==> src/rtl/router_ingress_arb_if.sv <==
// Ingress bundle between the upstream packet sources, the arbiter and the router input port.
// The master side drives the sources and router ready; the slave side is the arbiter.
interface router_ingress_arb_if #(
  parameter int NUM_SRC    = 4,
  parameter int DATA_WIDTH = 10,
  parameter int CNT_W      = 16
);
  logic [NUM_SRC-1:0]                 src_valid_i;
  logic [NUM_SRC-1:0][DATA_WIDTH-1:0] src_data_i;
  logic [NUM_SRC-1:0]                 src_ready_o;
  logic                               valid_o;
  logic [DATA_WIDTH-1:0]              data_o;
  logic                               ready_i;
  logic [CNT_W-1:0]                   pkt_cnt_o;

  modport master (
    output src_valid_i, src_data_i, ready_i,
    input  src_ready_o, valid_o, data_o, pkt_cnt_o
  );

  modport slave (
    input  src_valid_i, src_data_i, ready_i,
    output src_ready_o, valid_o, data_o, pkt_cnt_o
  );
endinterface

==> src/rtl/router_ingress_arb.sv <==
// Round-robin merge of NUM_SRC packet sources onto the router's single valid/ready port.
// The winner is captured in one output register so the router sees flops only.
module router_ingress_arb #(
  parameter int NUM_SRC    = 4,
  parameter int DATA_WIDTH = 10,
  parameter int CNT_W      = 16
) (
  input  logic               clk_i,
  input  logic               rst_ni,
  router_ingress_arb_if.slave bus
);
  localparam int IDX_W = (NUM_SRC > 1) ? $clog2(NUM_SRC) : 1;
  localparam logic [IDX_W-1:0] LAST_RST = IDX_W'(NUM_SRC - 1);

  logic [IDX_W-1:0]      last_q;
  logic                  valid_q;
  logic [DATA_WIDTH-1:0] data_q;
  logic [CNT_W-1:0]      cnt_q;

  logic [NUM_SRC-1:0]    grant;
  logic [IDX_W-1:0]      grant_idx;
  logic [NUM_SRC-1:0]    src_ready;
  logic                  load_en;
  logic                  take;
  logic                  drain;

  // Search starts just after the last winner, wrapping modulo NUM_SRC.
  always_comb begin
    int               cand;
    logic [IDX_W-1:0] idx;
    logic             found;
    grant     = '0;
    grant_idx = '0;
    found     = 1'b0;
    cand      = 0;
    idx       = '0;
    for (int i = 1; i <= NUM_SRC; i++) begin
      cand = int'(last_q) + i;
      if (cand >= NUM_SRC) cand = cand - NUM_SRC;
      idx = IDX_W'(cand);
      if (!found && bus.src_valid_i[idx]) begin
        grant[idx] = 1'b1;
        grant_idx  = idx;
        found      = 1'b1;
      end
    end
  end

  assign load_en   = !valid_q || bus.ready_i;
  // Reset gating keeps any source from seeing a handshake while the block is held in reset.
  assign src_ready = grant & {NUM_SRC{load_en && rst_ni}};
  assign take      = |src_ready;
  assign drain     = valid_q && bus.ready_i;

  always_ff @(posedge clk_i or negedge rst_ni) begin
    if (!rst_ni) begin
      valid_q <= 1'b0;
      data_q  <= '0;
      last_q  <= LAST_RST;
      cnt_q   <= '0;
    end else begin
      if (drain) cnt_q <= cnt_q + 1'b1;
      if (take) begin
        valid_q <= 1'b1;
        data_q  <= bus.src_data_i[grant_idx];
        last_q  <= grant_idx;
      end else if (drain) begin
        valid_q <= 1'b0;
      end
    end
  end

  assign bus.src_ready_o = src_ready;
  assign bus.valid_o     = valid_q;
  assign bus.data_o      = data_q;
  assign bus.pkt_cnt_o   = cnt_q;

  a_ready_onehot: assert property (@(posedge clk_i) disable iff (!rst_ni)
    $onehot0(src_ready));

  // A stalled output must present the same packet on the next cycle.
  a_stall_hold: assert property (@(posedge clk_i) disable iff (!rst_ni)
    (valid_q && !bus.ready_i) |=> (valid_q && $stable(data_q)));

  a_no_ready_stall: assert property (@(posedge clk_i) disable iff (!rst_ni)
    (valid_q && !bus.ready_i) |-> (src_ready == '0));
endmodule

==> src/flat_wrapper.sv <==
// flat-port wrapper written by rule: the top's interface ports become plain ports
module router_ingress_arb_flat 
#(
  parameter int NUM_SRC    = 4,
  parameter int DATA_WIDTH = 10,
  parameter int CNT_W      = 16
)
  (clk_i, rst_ni, bus_src_valid_i, bus_src_data_i, bus_ready_i, bus_src_ready_o, bus_valid_o, bus_data_o, bus_pkt_cnt_o);
  router_ingress_arb_if #(.NUM_SRC(NUM_SRC), .DATA_WIDTH(DATA_WIDTH), .CNT_W(CNT_W)) bus_i ();
  input  logic clk_i;
  input  logic rst_ni;
  input wire logic [$bits(bus_i.src_valid_i)-1:0] bus_src_valid_i;
  input wire logic [$bits(bus_i.src_data_i)-1:0] bus_src_data_i;
  input wire logic [$bits(bus_i.ready_i)-1:0] bus_ready_i;
  output wire logic [$bits(bus_i.src_ready_o)-1:0] bus_src_ready_o;
  output wire logic [$bits(bus_i.valid_o)-1:0] bus_valid_o;
  output wire logic [$bits(bus_i.data_o)-1:0] bus_data_o;
  output wire logic [$bits(bus_i.pkt_cnt_o)-1:0] bus_pkt_cnt_o;
  assign bus_i.src_valid_i = bus_src_valid_i;
  assign bus_i.src_data_i = bus_src_data_i;
  assign bus_i.ready_i = bus_ready_i;
  assign bus_src_ready_o = bus_i.src_ready_o;
  assign bus_valid_o = bus_i.valid_o;
  assign bus_data_o = bus_i.data_o;
  assign bus_pkt_cnt_o = bus_i.pkt_cnt_o;
  router_ingress_arb #(.NUM_SRC(NUM_SRC), .DATA_WIDTH(DATA_WIDTH), .CNT_W(CNT_W)) u_core (.clk_i(clk_i), .rst_ni(rst_ni), .bus(bus_i));
endmodule
==> config.mk <==
export PLATFORM = sky130hd
export DESIGN_NAME = router_ingress_arb_flat
export DESIGN_NICKNAME = d
export VERILOG_FILES = /design/src/rtl/router_ingress_arb_if.sv /design/src/rtl/router_ingress_arb.sv /design/src/flat_wrapper.sv
export SDC_FILE = /design/constraint.sdc
export NUM_CORES = 1
export LEC_CHECK = 0
export ABC_AREA = 0
export CELL_PAD_IN_SITES_DETAIL_PLACEMENT = 1
export CELL_PAD_IN_SITES_GLOBAL_PLACEMENT = 1
export CORE_MARGIN = 2
export CORE_UTILIZATION = 37
export CTS_BUF_LIST = sky130_fd_sc_hd__clkbuf_8
export DETAILED_ROUTE_END_ITERATION = 12
export GPL_TIMING_DRIVEN = 0
export PLACE_DENSITY_LB_ADDON = 0.25
export REMOVE_ABC_BUFFERS = 1
export SETUP_SLACK_MARGIN = 0.05
export SLEW_MARGIN = 30
export SYNTH_ARGS = -nofsm -noshare
export SYNTH_HDL_FRONTEND = slang
export SYNTH_SLANG_ARGS = --single-unit
==> constraint.sdc <==
create_clock -name clk_i -period 8.83 [get_ports clk_i]
set_clock_uncertainty 0.1 [all_clocks]
set_input_delay 1.766 -clock clk_i [delete_from_list [all_inputs] [get_ports clk_i]]
set_output_delay 1.766 -clock clk_i [all_outputs]
set_load 0.02 [all_outputs]
==> results.ini <==
[status]
outcome = finished clean

[logic_synthesis]
yosysWarnings = 0
synth_fa_ha_area_share_pct = 5.32
ys_seq_elements = 29
synthDistinctLibCells = 40
synth_xor_xnor_area_share_pct = 6.62
syn-cell-area_sq_um = 2120
synth_compound_area_share_pct = 10.6
synth_top_family_by_area = multiplexers
yosysSeqAreaShare_pct = 34.4
synthMuxAreaShare_pct = 25.4
syn_inst = 199
syn_avg_cell_area_sq_um = 10.6
synthSimpleGateAreaFrac_pct = 12.6

[layout]
drive_above_1_share_pct = 12.4
mostFrequentLayoutCell = clkdlybuf4s50_1
final_cell_mix = 76 x clkdlybuf4s50_1, 32 x mux2i_1, 27 x dfrtp_1, 13 x nand2_1
area_growth_pct = 41.8
final_core_util_pct = 54.5
n_fill_cell = 625
multi_input_area_sq_um = 1290
final_nets = 330
design_area_sq_um = 3000
finalNonFillerCells = 347
n_antenna_cell = 0
seqCellArea_sq_um = 728

[power_and_ir_drop]
seq_power_share_pct = 21.0
p_clk_share_pct = 9.5
power.share.switching_pct = 44.6
p_comb_share_pct = 69.5
power.density_nw_per_um2 = 387
p_leak_nw = 1.30
internal_power_uw = 643
switching_power_uw = 517
peakVddDrop_mv = 0.172

[setup_path]
critical_path.slowest_cell = clkdlybuf4s50_1
crit_required_ps = 6960
worstPathArrival_ps = 4450
worstSetupPathType = in -> out
cp_slowest_stage_delay_ps = 630
cp-end-kind = primary output
cp_cell_sequence = clkdlybuf4s50_1 -> mux4_2 -> a31oi_1 -> and3_1 -> nand2_1 -> a21oi_1 -> clkdlybuf4s50_1
cp_top_family = buffers and inverters
startpoint_type = input port
worst_path_most_repeated_cell = clkdlybuf4s50_1
crit_buf_inv = 2
path_max_fanout = 8

[global_route]
first_global_vias = 1835
antenna_found_initial = 0
grt_pass1_wl_um = 9120
grt_usage_pct = 18.3
grt_start_max_net_pins = 31
overflow = 0

[cts]
cts_setup_buffers = 0
clockRootBuffer = clkbuf_8
clk_latency_ps = 290
cts_hold_buf = 0
cts_resized = 0
clk_pin_slew_worst_paths_ps = 60
cts.sinks = 29
cts_max_path_buffers = 2
cts_buffers = 5
htreeDepth = 2
cts_tree = yes

[routing]
vias_per_cell = 5.13
vias = 1779
ant_nets = 0
drc = 0
wl_per_cell_um = 16.4
firstDrtPassIters = 3
drt-initial-drc-count = 53
wirelength_um = 5690

[timing]
hold_viol = 0
slew-limit-headroom_pct = 36.5
worst_pin_slew_ps = 952
clock.fmax_mhz = 158
hold-worst-slack_ps = 390
min_period_over_period_pct = 71.6
setup_viol = 0
tns_ps = 0
rsz0062_at_grt = false
report.final.slew_viol_count = 0
period_minus_slack_ps = 6320

[floorplanning]
die_area_sq_um = 6340
coreArea_sq_um = 5510
pin_count = 78
initial_core_util_pct = 38.4
die_height_um = 79.6
fp.dieW_um = 79.6
rows = 27

[flow_run]
drv_cap = 0

[place]
dp_cells = 339
port_buffers = 77
place_area_sq_um = 2910
gp_congestion = 0.771
dp_hpwl_um = 4320

[min_path]
hold_path.class = reg -> reg

==> layer usage <==
layer / wire [um] / GRT usage (%)
met3: 363 / 5.09
met4: 43 / 3.62
met5: 0 / 0
met2: 2650 / 30.5
met1: 2640 / 23.8
==> area by class of cell <==
type / instances / share of cell area [%]
Clock inverter: 3 / 0.584
Clock buffer: 5 / 2.29
Sequential cell: 29 / 24.3
Multi-Input combinational cell: 153 / 43.1
Inverter: 7 / 0.876
Timing Repair Buffer: 78 / 25.9
Tap cell: 72 / 3.00
==> metrics by stage <==
step                power (mW)  setup WS [ps]
floorplan                0.800           3740
global placement          1.04           2460
detailed placement        1.06           2520
CTS                       1.17           2520
global route              1.24           2290
finish                    1.16           2510
==> registers in the layout (all words and copies together), names as in the netlist <==
name	flops
u_core.last_q	2
u_core.bus.valid_o	1
u_core.bus.data_o	10
u_core.bus.pkt_cnt_o	16
==> synth_stat cells (all sizes together) <==
cell,number,area [sq um]
a22o,1,8.76
and2,1,6.26
dfrtp,27,676
inv,7,26.3
buf,6,60.1
clkbuf,4,20.0
a211oi,1,7.51
a221oi,1,8.76
nand3,9,45.0
and3,5,31.3
o2111ai,1,8.76
a2111oi,3,45.1
mux4,3,67.6
nor2,9,33.8
o211ai,1,7.51
xor2,5,43.8
a31oi,2,12.5
nand4,1,6.26
nor2b,7,46.3
or4,1,7.51
nand3b,3,22.5
mux2,11,150
xnor2,11,96.3
a21oi,14,81.3
ha,9,113
nand2b,3,18.8
o31ai,2,20.0
mux2i,32,320
o21ai,4,23.8
dfstp,2,52.6
nand2,13,48.8
==> worst paths after layout <==
| kind | from | endpoint | slack [ps] | cells past startpoint |
|---|---|---|---|---|
| setup / recovery | bus_src_valid_i[0] | bus_src_ready_o[2] | 2510 | 7 |
| hold / removal | u_core.bus.pkt_cnt_o[2] | u_core.bus.pkt_cnt_o[2] | 390 | 1 |
| setup reg to reg | u_core.last_q[0] | u_core.bus.data_o[3] | 4840 | 8 |
| hold reg to reg | u_core.bus.pkt_cnt_o[2] | u_core.bus.pkt_cnt_o[2] | 390 | 1 |
| max in group asynchronous | rst_ni | u_core.bus.pkt_cnt_o[14] | 6780 | 1 |
| min in group asynchronous | rst_ni | u_core.bus.valid_o | 1410 | 1 |
==> logic make-up after synthesis <==
group / Yosys count
flip-flops: 29
multiplexers: 46
XOR/XNOR: 16
AND/OR/NAND/NOR: 52
adder cells (fa/ha/maj): 9
buffers and inverters: 17
AO/OA/AOI/OAI: 30
==> worst register-to-register path, stage by stage (launching register included) <==
cell,delay (ps)
dfstp_2,770
inv_1,200
ha_1,470
mux4_2,430
a31oi_1,230
and3_1,390
a2111oi_4,130
a21oi_2,740
mux2_2,420
==> power groups by stage <==
stage                     registers [mW]  clock network (mW)  logic [mW]
after CTS                          0.244               0.111       0.817
after detailed placement           0.244                   0       0.815
final                              0.243               0.110       0.806
after floorplan                    0.279                   0       0.521
after global routing               0.251               0.117       0.872
after global placement             0.242                   0       0.793
No activity file was read; power rests on OpenSTA's default activity.
